## config.mk

```make
export PLATFORM = sky130hd
export DESIGN_NAME = mock_alu_issue_ctrl_flat
export DESIGN_NICKNAME = d
export VERILOG_FILES = /design/src/rtl/mock_alu_issue_ctrl_pkg.sv /design/src/rtl/mock_alu_issue_ctrl_if.sv /design/src/rtl/mock_alu_issue_ctrl_rr_arbiter.sv /design/src/rtl/mock_alu_issue_ctrl.sv /design/src/flat_wrapper.sv
export SDC_FILE = /design/constraint.sdc
export NUM_CORES = 1
export LEC_CHECK = 0
export BUFFER_PORTS_ARGS = -buffer_cell sky130_fd_sc_hd__buf_2
export CORE_AREA = 2 2 319 321
export CTS_CLUSTER_SIZE = 16
export DETAILED_ROUTE_END_ITERATION = 8
export DIE_AREA = 0 0 321 323
export HOLD_SLACK_MARGIN = 0.15
export PLACE_DENSITY = 0.3
export SLEW_MARGIN = 40
export SYNTH_ARGS = -nofsm -noshare
export SYNTH_HDL_FRONTEND = slang
export SYNTH_HIERARCHICAL = 1
export SYNTH_SLANG_ARGS = --single-unit
```

## constraint.sdc

```tcl
create_clock -name clock -period 3.1 [get_ports clock]
set_input_delay 0.31 -clock clock [delete_from_list [all_inputs] [get_ports clock]]
set_output_delay 0.31 -clock clock [all_outputs]
set_load 0.005 [all_outputs]
```

## src/rtl/mock_alu_issue_ctrl_pkg.sv

```systemverilog
// ---------------------------------------------------------------------------
// mock_alu_pkg
// Shared opcode type, opcode constants and the latency-class helper used by
// the MockAlu issue controller, its interface and its testbench.
// ---------------------------------------------------------------------------
package mock_alu_pkg;

  typedef logic [5:0] op_t;

  localparam op_t OP_ADD  = 6'h00;
  localparam op_t OP_SUB  = 6'h07;
  localparam op_t OP_AND  = 6'h08;
  localparam op_t OP_OR   = 6'h09;
  localparam op_t OP_XOR  = 6'h0A;
  localparam op_t OP_SLL  = 6'h0B;
  localparam op_t OP_SRL  = 6'h0C;
  localparam op_t OP_SRA  = 6'h0D;
  localparam op_t OP_EQ   = 6'h0E;
  localparam op_t OP_NE   = 6'h0F;
  localparam op_t OP_LT   = 6'h10;
  localparam op_t OP_LTU  = 6'h11;
  localparam op_t OP_GE   = 6'h12;
  localparam op_t OP_GEU  = 6'h13;
  localparam op_t OP_MUL  = 6'h14;
  localparam op_t OP_IDLE = 6'h3F;

  // Only multiply takes the long path; every other code, defined or not,
  // completes after the short ALU latency.
  function automatic int lat_of(op_t op, int alu_lat, int mul_lat);
    return (op == OP_MUL) ? mul_lat : alu_lat;
  endfunction

endpackage

```

## src/rtl/mock_alu_issue_ctrl_if.sv

```systemverilog
// ---------------------------------------------------------------------------
// mock_alu_issue_ctrl_if
// Bundles the requester bus, the MockAlu drive/return path, the response
// port and debug state of the issue controller.
//   slave  : the controller (consumes requests, drives ALU and responses)
//   master : the environment (requesters plus the ALU itself)
// Handshake: a request from requester i transfers in the cycle where
// req_valid[i] & req_ready[i] are both high. req_ready is combinational,
// one-hot or zero, and never asserted for a non-valid requester. Responses
// (rsp_valid) have no backpressure and must be taken in the cycle shown.
// ---------------------------------------------------------------------------
interface mock_alu_issue_ctrl_if
  import mock_alu_pkg::*;
#(
  parameter int NUM_REQ = 4,
  parameter int MUL_LAT = 4
);
  localparam int ID_W = (NUM_REQ > 1) ? $clog2(NUM_REQ) : 1;

  logic [NUM_REQ-1:0]    req_valid;
  logic [NUM_REQ*6-1:0]  req_op;
  logic [NUM_REQ*64-1:0] req_a;
  logic [NUM_REQ*64-1:0] req_b;
  logic [NUM_REQ-1:0]    req_ready;

  op_t                   alu_op;
  logic [63:0]           alu_a;
  logic [63:0]           alu_b;
  logic [63:0]           alu_out;

  logic                  rsp_valid;
  logic [ID_W-1:0]       rsp_id;
  logic [63:0]           rsp_data;
  logic                  busy;

  // Debug view of internal state: round-robin pointer and slot reservations.
  logic [ID_W-1:0]       dbg_rr;
  logic [MUL_LAT:1]      dbg_resv;

  modport slave (
    input  req_valid, req_op, req_a, req_b, alu_out,
    output req_ready, alu_op, alu_a, alu_b,
    output rsp_valid, rsp_id, rsp_data, busy, dbg_rr, dbg_resv
  );

  modport master (
    output req_valid, req_op, req_a, req_b, alu_out,
    input  req_ready, alu_op, alu_a, alu_b,
    input  rsp_valid, rsp_id, rsp_data, busy, dbg_rr, dbg_resv
  );
endinterface

```

## src/rtl/mock_alu_issue_ctrl_rr_arbiter.sv

```systemverilog
// ---------------------------------------------------------------------------
// rr_arbiter
// Round-robin arbiter. Searches from the pointer upward, wrapping to 0.
// Ports:
//   i_clk, i_rst  clock, synchronous active-high reset (pointer -> 0)
//   i_req         request vector (already qualified by the caller)
//   o_grant       one-hot grant, combinational
//   o_grant_vld   any grant this cycle
//   o_grant_idx   index of the granted requester
//   o_rr          current pointer
// ---------------------------------------------------------------------------
module rr_arbiter #(
  parameter int NUM_REQ = 4,
  parameter int ID_W    = (NUM_REQ > 1) ? $clog2(NUM_REQ) : 1
) (
  input  logic               i_clk,
  input  logic               i_rst,
  input  logic [NUM_REQ-1:0] i_req,
  output logic [NUM_REQ-1:0] o_grant,
  output logic               o_grant_vld,
  output logic [ID_W-1:0]    o_grant_idx,
  output logic [ID_W-1:0]    o_rr
);

  logic [ID_W-1:0]    r_rr;
  logic [NUM_REQ-1:0] w_req_hi;
  logic [ID_W-1:0]    w_idx_hi;
  logic [ID_W-1:0]    w_idx_any;

  // Lowest request at or above the pointer wins; if none, wrap around and
  // take the lowest request overall.
  always_comb begin
    w_req_hi  = '0;
    w_idx_hi  = '0;
    w_idx_any = '0;
    for (int i = 0; i < NUM_REQ; i++) begin
      w_req_hi[i] = i_req[i] && (i >= int'(r_rr));
    end
    for (int i = NUM_REQ - 1; i >= 0; i--) begin
      if (w_req_hi[i]) w_idx_hi  = ID_W'(i);
      if (i_req[i])    w_idx_any = ID_W'(i);
    end
    o_grant_vld = |i_req;
    o_grant_idx = (|w_req_hi) ? w_idx_hi : w_idx_any;
    o_grant     = '0;
    if (o_grant_vld) o_grant[o_grant_idx] = 1'b1;
  end

  always_ff @(posedge i_clk) begin
    if (i_rst) begin
      r_rr <= '0;
    end else if (o_grant_vld) begin
      r_rr <= (o_grant_idx == ID_W'(NUM_REQ - 1)) ? '0 : o_grant_idx + ID_W'(1);
    end
  end

  assign o_rr = r_rr;

endmodule

```

## src/rtl/mock_alu_issue_ctrl.sv

```systemverilog
// ---------------------------------------------------------------------------
// mock_alu_issue_ctrl
// Shares one MockAlu between NUM_REQ requesters. Each cycle one eligible
// request is granted round-robin and driven into the ALU; a latency-indexed
// tag pipeline returns the result with the requester id when it emerges.
// Ports:
//   clock, reset  sole clock, synchronous active-high reset
//   bus (slave)   requests, ALU drive/return, responses, busy, debug state
// ---------------------------------------------------------------------------
module mock_alu_issue_ctrl
  import mock_alu_pkg::*;
#(
  parameter int NUM_REQ = 4,
  parameter int ALU_LAT = 2,
  parameter int MUL_LAT = 4
) (
  input  logic                  clock,
  input  logic                  reset,
  mock_alu_issue_ctrl_if.slave  bus
);

  localparam int ID_W = (NUM_REQ > 1) ? $clog2(NUM_REQ) : 1;

  // Tag pipeline, index = cycles until the result emerges. Its valid bits
  // are exactly the result-slot reservations, so one vector serves both.
  logic [MUL_LAT:1]   r_tag_v;
  logic [ID_W-1:0]    r_tag_id [MUL_LAT:1];

  logic [MUL_LAT:1]   w_resv_sh;
  logic [ID_W-1:0]    w_id_sh  [MUL_LAT:1];
  logic [MUL_LAT:1]   w_lat_oh [NUM_REQ];
  logic [NUM_REQ-1:0] w_req;
  logic [NUM_REQ-1:0] w_grant;
  logic               w_grant_vld;
  logic [ID_W-1:0]    w_win;
  logic [ID_W-1:0]    w_rr;
  op_t                w_alu_op;
  logic [63:0]        w_alu_a;
  logic [63:0]        w_alu_b;
  logic [MUL_LAT:1]   w_win_lat_oh;

  // Shift first: the slot retiring this cycle is already free for a new
  // issue in the same cycle.
  always_comb begin
    w_resv_sh[MUL_LAT] = 1'b0;
    w_id_sh[MUL_LAT]   = '0;
    for (int j = 1; j < MUL_LAT; j++) begin
      w_resv_sh[j] = r_tag_v[j+1];
      w_id_sh[j]   = r_tag_id[j+1];
    end
  end

  // A requester is eligible only if the slot its op would land in is free.
  always_comb begin
    for (int i = 0; i < NUM_REQ; i++) begin
      for (int j = 1; j <= MUL_LAT; j++) begin
        w_lat_oh[i][j] = (lat_of(op_t'(bus.req_op[i*6 +: 6]), ALU_LAT, MUL_LAT) == j);
      end
      w_req[i] = bus.req_valid[i] && !(|(w_lat_oh[i] & w_resv_sh)) && !reset;
    end
  end

  rr_arbiter #(
    .NUM_REQ (NUM_REQ),
    .ID_W    (ID_W)
  ) u_arb (
    .i_clk       (clock),
    .i_rst       (reset),
    .i_req       (w_req),
    .o_grant     (w_grant),
    .o_grant_vld (w_grant_vld),
    .o_grant_idx (w_win),
    .o_rr        (w_rr)
  );

  // Winner's fields go straight to the ALU; idle op and zero operands
  // otherwise.
  always_comb begin
    w_alu_op     = OP_IDLE;
    w_alu_a      = '0;
    w_alu_b      = '0;
    w_win_lat_oh = '0;
    for (int i = 0; i < NUM_REQ; i++) begin
      if (w_grant[i]) begin
        w_alu_op     = op_t'(bus.req_op[i*6 +: 6]);
        w_alu_a      = bus.req_a[i*64 +: 64];
        w_alu_b      = bus.req_b[i*64 +: 64];
        w_win_lat_oh = w_lat_oh[i];
      end
    end
  end

  always_ff @(posedge clock) begin
    if (reset) begin
      r_tag_v <= '0;
      for (int j = 1; j <= MUL_LAT; j++) r_tag_id[j] <= '0;
    end else begin
      for (int j = 1; j <= MUL_LAT; j++) begin
        r_tag_v[j]  <= w_resv_sh[j] | (w_grant_vld & w_win_lat_oh[j]);
        r_tag_id[j] <= (w_grant_vld && w_win_lat_oh[j]) ? w_win : w_id_sh[j];
      end
    end
  end

  // Responses and busy are masked during reset so in-flight work being
  // discarded never shows up, even in the reset cycle itself.
  always_comb begin
    bus.req_ready = w_grant;
    bus.alu_op    = w_alu_op;
    bus.alu_a     = w_alu_a;
    bus.alu_b     = w_alu_b;
    bus.rsp_valid = r_tag_v[1] && !reset;
    bus.rsp_id    = bus.rsp_valid ? r_tag_id[1] : '0;
    bus.rsp_data  = bus.rsp_valid ? bus.alu_out : 64'd0;
    bus.busy      = (|r_tag_v) && !reset;
    bus.dbg_rr    = w_rr;
    bus.dbg_resv  = r_tag_v;
  end

endmodule

```

## src/flat_wrapper.sv

```systemverilog
// flat-port wrapper written by rule: the top's interface ports become plain ports
module mock_alu_issue_ctrl_flat import mock_alu_pkg::*;
#(
  parameter int NUM_REQ = 4,
  parameter int ALU_LAT = 2,
  parameter int MUL_LAT = 4
)
  (clock, reset, bus_req_valid, bus_req_op, bus_req_a, bus_req_b, bus_alu_out, bus_req_ready, bus_alu_op, bus_alu_a, bus_alu_b, bus_rsp_valid, bus_rsp_id, bus_rsp_data, bus_busy, bus_dbg_rr, bus_dbg_resv);
  mock_alu_issue_ctrl_if #(.NUM_REQ(NUM_REQ), .MUL_LAT(MUL_LAT)) bus_i ();
  input  logic clock;
  input  logic reset;
  input wire logic [$bits(bus_i.req_valid)-1:0] bus_req_valid;
  input wire logic [$bits(bus_i.req_op)-1:0] bus_req_op;
  input wire logic [$bits(bus_i.req_a)-1:0] bus_req_a;
  input wire logic [$bits(bus_i.req_b)-1:0] bus_req_b;
  input wire logic [$bits(bus_i.alu_out)-1:0] bus_alu_out;
  output wire logic [$bits(bus_i.req_ready)-1:0] bus_req_ready;
  output wire logic [$bits(bus_i.alu_op)-1:0] bus_alu_op;
  output wire logic [$bits(bus_i.alu_a)-1:0] bus_alu_a;
  output wire logic [$bits(bus_i.alu_b)-1:0] bus_alu_b;
  output wire logic [$bits(bus_i.rsp_valid)-1:0] bus_rsp_valid;
  output wire logic [$bits(bus_i.rsp_id)-1:0] bus_rsp_id;
  output wire logic [$bits(bus_i.rsp_data)-1:0] bus_rsp_data;
  output wire logic [$bits(bus_i.busy)-1:0] bus_busy;
  output wire logic [$bits(bus_i.dbg_rr)-1:0] bus_dbg_rr;
  output wire logic [$bits(bus_i.dbg_resv)-1:0] bus_dbg_resv;
  assign bus_i.req_valid = bus_req_valid;
  assign bus_i.req_op = bus_req_op;
  assign bus_i.req_a = bus_req_a;
  assign bus_i.req_b = bus_req_b;
  assign bus_i.alu_out = bus_alu_out;
  assign bus_req_ready = bus_i.req_ready;
  assign bus_alu_op = bus_i.alu_op;
  assign bus_alu_a = bus_i.alu_a;
  assign bus_alu_b = bus_i.alu_b;
  assign bus_rsp_valid = bus_i.rsp_valid;
  assign bus_rsp_id = bus_i.rsp_id;
  assign bus_rsp_data = bus_i.rsp_data;
  assign bus_busy = bus_i.busy;
  assign bus_dbg_rr = bus_i.dbg_rr;
  assign bus_dbg_resv = bus_i.dbg_resv;
  mock_alu_issue_ctrl #(.NUM_REQ(NUM_REQ), .ALU_LAT(ALU_LAT), .MUL_LAT(MUL_LAT)) u_core (.clock(clock), .reset(reset), .bus(bus_i));
endmodule
```

==> flow_summary.json, run 1 <==
{
  "skew_ns": 0.00114,
  "grt_antenna_before_repair": 44,
  "layout_commonest_cell": "buf_2",
  "gr-total-overflow": 0,
  "clock_sinks": 14,
  "drcViolationCount": 0,
  "min_period_ns": 3.62,
  "ant_nets": 0,
  "drive_gt1_frac": 0.763,
  "cp.required_ns": 2.79,
  "first_pass_iters": 5,
  "stdcell_count": 3109,
  "syn_area_per_cell_um2": 6.19,
  "clk_latency_ns": 0.25,
  "violations": "negative setup slack",
  "synth_xor_area_frac": 0,
  "ys_ff_latch": 14,
  "wl_um": 71800,
  "final_net_count": 2408,
  "core_area_mm2": 0.101,
  "die_area_mm2": 0.104,
  "period_share": 1.17,
  "start_util": 0.0491,
  "grt_use_total": 0.122,
  "crit_path_end_kind": "output port",
  "slew_headroom": 0.674,
  "whs_ns": 0.387,
  "grt_pass1_wl_um": 87500,
  "max_freq_ghz": 0.276,
  "p_per_area_mw_per_mm2": 337,
  "cts_tree": "yes",
  "hold_viol_final": 0,
  "critical_path.top_delay_family": "simple AND/OR/NAND/NOR gates",
  "crit_chain": "buf_2, nor4bb_4, buf_4, nand2_4, a21oi_4, buf_4, a2111oi_4, or2_4, ha_4, and2b_4, buf_4, buf_4, or3b_2, o21ai_1, o21ai_0, mux2_4, buf_6",
  "port_buffers": 817,
  "die_width_um": 321,
  "cp_max_fo": 7,
  "syn_area_mm2": 0.00494,
  "routedWlPerCell_um": 23.1,
  "tns_ns": -45.33,
  "setup_viol": 140,
  "synthToLayoutAreaGrowth_pct": 233,
  "ys_types": 39,
  "vias_per_cell": 3.51,
  "drt_iter0_markers": 461,
  "yosysWarnings": 6,
  "gp_congestion": 0.835,
  "numCtsBuffers": 3,
  "max_cap_violations": 0,
  "root_buffer": "clkbuf_16",
  "leakage_nw": 7.42,
  "ys.flop_type": "dfxtp_1",
  "synth_cells": 799,
  "yosys.area_share.simple": 0.353,
  "place_inst": 2989,
  "synth_edf_count": 0,
  "post-synth-top-area-cell": "a221oi_1",
  "setup.worst_path.class": "primary input to output port",
  "ir_drop_uv": 180,
  "synth_top_family_by_area": "compound AO/OA/AOI/OAI gates",
  "hold_class": "primary input to register",
  "crit_path_top_delay_cell": "or3b_2",
  "outcome": "finished with violations",
  "final_cell_mix": "buf_2, buf_4, nand2_1",
  "path_buf_inv": 6,
  "cts.path.max_buffers": 2,
  "worstMarginPinSlew_ns": 0.489,
  "cp.arrival_ns": 3.31,
  "grt_setup_unrepaired": "yes",
  "io_pins": 818,
  "fp-row-count": 117,
  "post_dp_cell_area_mm2": 0.0118,
  "utilization": 0.163,
  "muxShareOfSynthArea": 0.0197,
  "syn_nets": 1409,
  "synth-compound-area-share": 0.472,
  "die_h_um": 323,
  "synth_top_area_share": 0.228,
  "grt_pass1_vias": 10600,
  "grt_max_degree": 68,
  "clk_pin_slew_ns": 0.05,
  "pre_cts_slack_ns": -0.810,
  "synthArstFlopShare": 0,
  "synth-adder-area-share": 0.0101,
  "stdcell_area_mm2": 0.0165,
  "vias": 10900,
  "htree_levels": 1,
  "seq_area_frac_synth": 0.0567,
  "finalPower_mw": 5.54,
  "dp_hpwl_um": 52900,
  "worst_slack_ns": -0.518,
  "synth_area_leaders": "a221oi_1, o31ai_1, nand2_1, nor2_1, and2_1",
  "slew_violations": 0,
  "cpMostUsedCell": "buf_4",
  "start_kind": "primary input",
  "crit_path_max_incr_delay_ns": 0.43
}
## synthesized netlist by cell type (2+ instances only)
library cell / n
a2111oi_2: 2
a21oi_1: 7
a221oi_1: 129
a32o_1: 2
and2_1: 66
and2b_1: 2
and4bb_2: 2
buf_1: 5
buf_2: 39
clkbuf_1: 52
dfxtp_1: 14
ha_1: 4
inv_1: 6
mux2_2: 6
mux2i_1: 3
nand2_1: 140
nand2b_1: 9
nor2_1: 138
nor2b_1: 11
nor4_4: 2
o21a_1: 2
o21ai_0: 10
o22ai_1: 4
o31ai_1: 128
or3b_2: 2
## layer usage
metal,GRT usage,part of all wire
met1,0.143,0.39
met5,0,0.0028
met3,0.0431,0.093
met4,0.0315,0.035
met2,0.208,0.48
## report_power, final
part	switching, mW	leakage (nW)	internal [mW]
clock network	0.0900	0.0442	0.197
logic	2.40	7.26	2.65
registers	0.0107	0.115	0.193
total	2.50	7.42	3.04
## flip-flops by register name, indices dropped and copies added (netlist names)
signal	cells
u_core/r_tag_id	8
u_core/bus.dbg_resv	4
u_core/u_arb/o_rr	2
## cells by family after synthesis
kind of cell,Yosys count
AND/OR/NAND/NOR,379
adder cells (fa/ha/maj),4
flip-flops,14
buffers and inverters,103
multiplexers,9
AO/OA/AOI/OAI,290
## worst paths after layout
kind | startpoint | to | slack (ns) | depth (start not counted)
worst max register to register | u_core/bus.dbg_resv[3] | u_core/r_tag_id[0][3] | 0.05 | 18
worst min-delay path | reset | u_core/u_arb/o_rr[1] | 0.39 | 3
worst min register to register | u_core/r_tag_id[0][3] | u_core/r_tag_id[0][1] | 0.44 | 1
worst max-delay path | bus_req_op[16] | bus_alu_op[3] | -0.52 | 17
## worst min-delay path: stages
cell    delay [ns]
buf_2         0.12
buf_4         0.12
nor2_1        0.04
## area by class of cell
cell class                 count  area, um^2
antenna                        3        7.51
clock buffer                   4        88.8
fill                       11600       84300
inverter                       7        55.1
multi-input combinational    683        6530
sequential                    14         284
tap                         1309        1640
timing repair buffer        1088        7830
timing repair inverter         1        20.0
## repair_timing
action | in CTS | in global routing
hold buffers | 0 | 0
pin swaps | 38 | 69
setup buffers | 36 | 42
resized for setup | 243 | 285
gates cloned | 30 | 12
setup endpoints to repair | 142 | 142
Note: power is estimated with default switching activity, not from simulation.
==> run 2: changes to the inputs <==
- CORE_AREA: 2 2 319 321 -> 2 2 320 322
- DIE_AREA: 0 0 321 323 -> 0 0 322 324
- clock period: 3.1 -> 3.65 ns (I/O delays scaled with it)
==> run 2 against run 1 <==
  * The run now ends clean
  * Critical path type unchanged
  * Flip-flop and latch count unchanged
  * Register-to-register slack improved by 0.33 ns
  * Critical path depth up 1
  * Total power down 26%
  * First-iteration DRC count decreased by 0.43%
  * Global-route usage down 2.1 points
  * Combinational power fell by 26%
  * Worst setup slack better by 0.53 ns
==> flow_summary.json, run 2 (synthesis results as in run 1) <==
{
  "layout_commonest_cell": "buf_2",
  "tns_ns": 0,
  "fp-row-count": 117,
  "setup.worst_path.class": "primary input to output port",
  "critical_path.top_delay_family": "buffers and inverters",
  "crit_path_end_kind": "output port",
  "hold_viol_final": 0,
  "grt_antenna_before_repair": 33,
  "top_register": "u_core/r_tag_id",
  "postCtsHoldBufs": 0,
  "crit_path_top_delay_cell": "a2111oi_4",
  "first_pass_iters": 7,
  "crit_chain": "buf_8, nor4b_4, nand2_2, a21oi_2, buf_6, nor2_4, a2111oi_4, or2_4, ha_4, and2b_4, nor2b_4, buf_12, buf_12, buf_16, buf_16, a221oi_2, o31ai_1, buf_2",
  "largest_reg_flops": 8,
  "gr-total-overflow": 0,
  "start_kind": "primary input",
  "io_pins": 818,
  "multi_input_area_mm2": 0.00597,
  "dp_hpwl_um": 49900,
  "die_width_um": 322,
  "skew_ns": 0.00151,
  "cts_tree": "yes",
  "final_net_count": 2344,
  "max_freq_ghz": 0.275,
  "crit_start": "bus_req_op[7]",
  "cts.path.max_buffers": 2,
  "vias": 10500,
  "grt_setup_unrepaired": "yes",
  "ir_drop_uv": 149,
  "grt_pass1_wl_um": 74700,
  "wl_um": 65600,
  "worstMarginPinSlew_ns": 0.485,
  "p_per_area_mw_per_mm2": 276,
  "drcViolationCount": 0,
  "crit_path_max_incr_delay_ns": 0.37,
  "finalPower_mw": 4.12,
  "whs_ns": 0.403,
  "period_share": 0.996,
  "slew_violations": 0,
  "die_area_mm2": 0.104,
  "ant_nets": 0,
  "drive_gt1_frac": 0.725,
  "path_buf_inv": 7,
  "setup_viol": 0,
  "cp_max_fo": 6,
  "leakage_nw": 6.77,
  "rr_startpoint": "u_core/bus.dbg_resv[3]",
  "die_h_um": 324,
  "hold_class": "primary input to register",
  "min_from": "reset",
  "post_dp_cell_area_mm2": 0.0115,
  "routedWlPerCell_um": 21.6,
  "clk_latency_ns": 0.24,
  "vias_per_cell": 3.45,
  "max_cap_violations": 0,
  "core_area_mm2": 0.101,
  "numCtsBuffers": 3,
  "slew_headroom": 0.677,
  "gp_congestion": 0.803,
  "cp.required_ns": 3.28,
  "port_buffers": 817,
  "final_cell_mix": "buf_2, nand2_1, nor2_1",
  "clock_sinks": 14,
  "drt_iter0_markers": 459,
  "clk_pin_slew_ns": 0.05,
  "synthToLayoutAreaGrowth_pct": 202,
  "seqCellArea_um2": 282,
  "grt_pass1_vias": 9777,
  "outcome": "completed",
  "grt_max_degree": 68,
  "grt_use_total": 0.100,
  "min_period_ns": 3.64,
  "htree_levels": 1,
  "root_buffer": "clkbuf_16",
  "cp.arrival_ns": 3.27,
  "n_fill_cell": 11700,
  "stdcell_area_mm2": 0.0150,
  "start_util": 0.0490
}
==> run 2: changes by cell type in the layout (fill, tap and decap cells not counted), sizes merged <==
cell    previous run  this run
bufbuf             5         2
diode              3         2
and2b              4         3
clkbuf            12        27
inv                7         6
buf             1075      1001
==> run 2: timing repair <==
action,CTS,global route
resized for setup,71,288
endpoints found under the setup margin,127,134
pin swaps,10,22
cloned,5,32
buffers inserted,11,40
hold endpoints to repair,0,0
==> run 2: stage by stage <==
step	worst slack [ns]	std cells	utilization
6_report	0.0145	3044	0.148
3_3_place_gp	-0.448	2954	0.114
4_1_cts	-0.0504	2974	0.121
2_1_floorplan	0.172	799	-
3_5_place_dp	-0.417	2954	0.114
5_1_grt	-0.175	3044	0.148
==> run 2: path summary, 6_finish.rpt <==
kind	end	slack, ns	depth (start not counted)
hold reg to reg	u_core/r_tag_id[0][5]	0.43	1
setup / recovery	bus_alu_a[31]	0.01	18
hold / removal	u_core/u_arb/o_rr[0]	0.40	2
setup reg to reg	u_core/r_tag_id[0][2]	0.38	15
==> run 2: metal layers <==
metal | wire (um) | track usage
met1 | 26200 | 0.120
met2 | 32900 | 0.183
met3 | 4890 | 0.0246
met4 | 1590 | 0.0142
met5 | 59 | 0
==> run 2: layout make-up <==
type	count	area share
well taps	1309	0.110
repair buffers	1026	0.464
clock buffers	4	0.00594
diodes	2	0.000335
inverters	7	0.00209
flip-flops and latches	14	0.0188
multi-input cells	682	0.399
==> run 2: power breakdown <==
part           switching (mW)  internal (mW)
logic                    1.81           1.90
clock network          0.0654          0.166
registers              0.0108          0.165
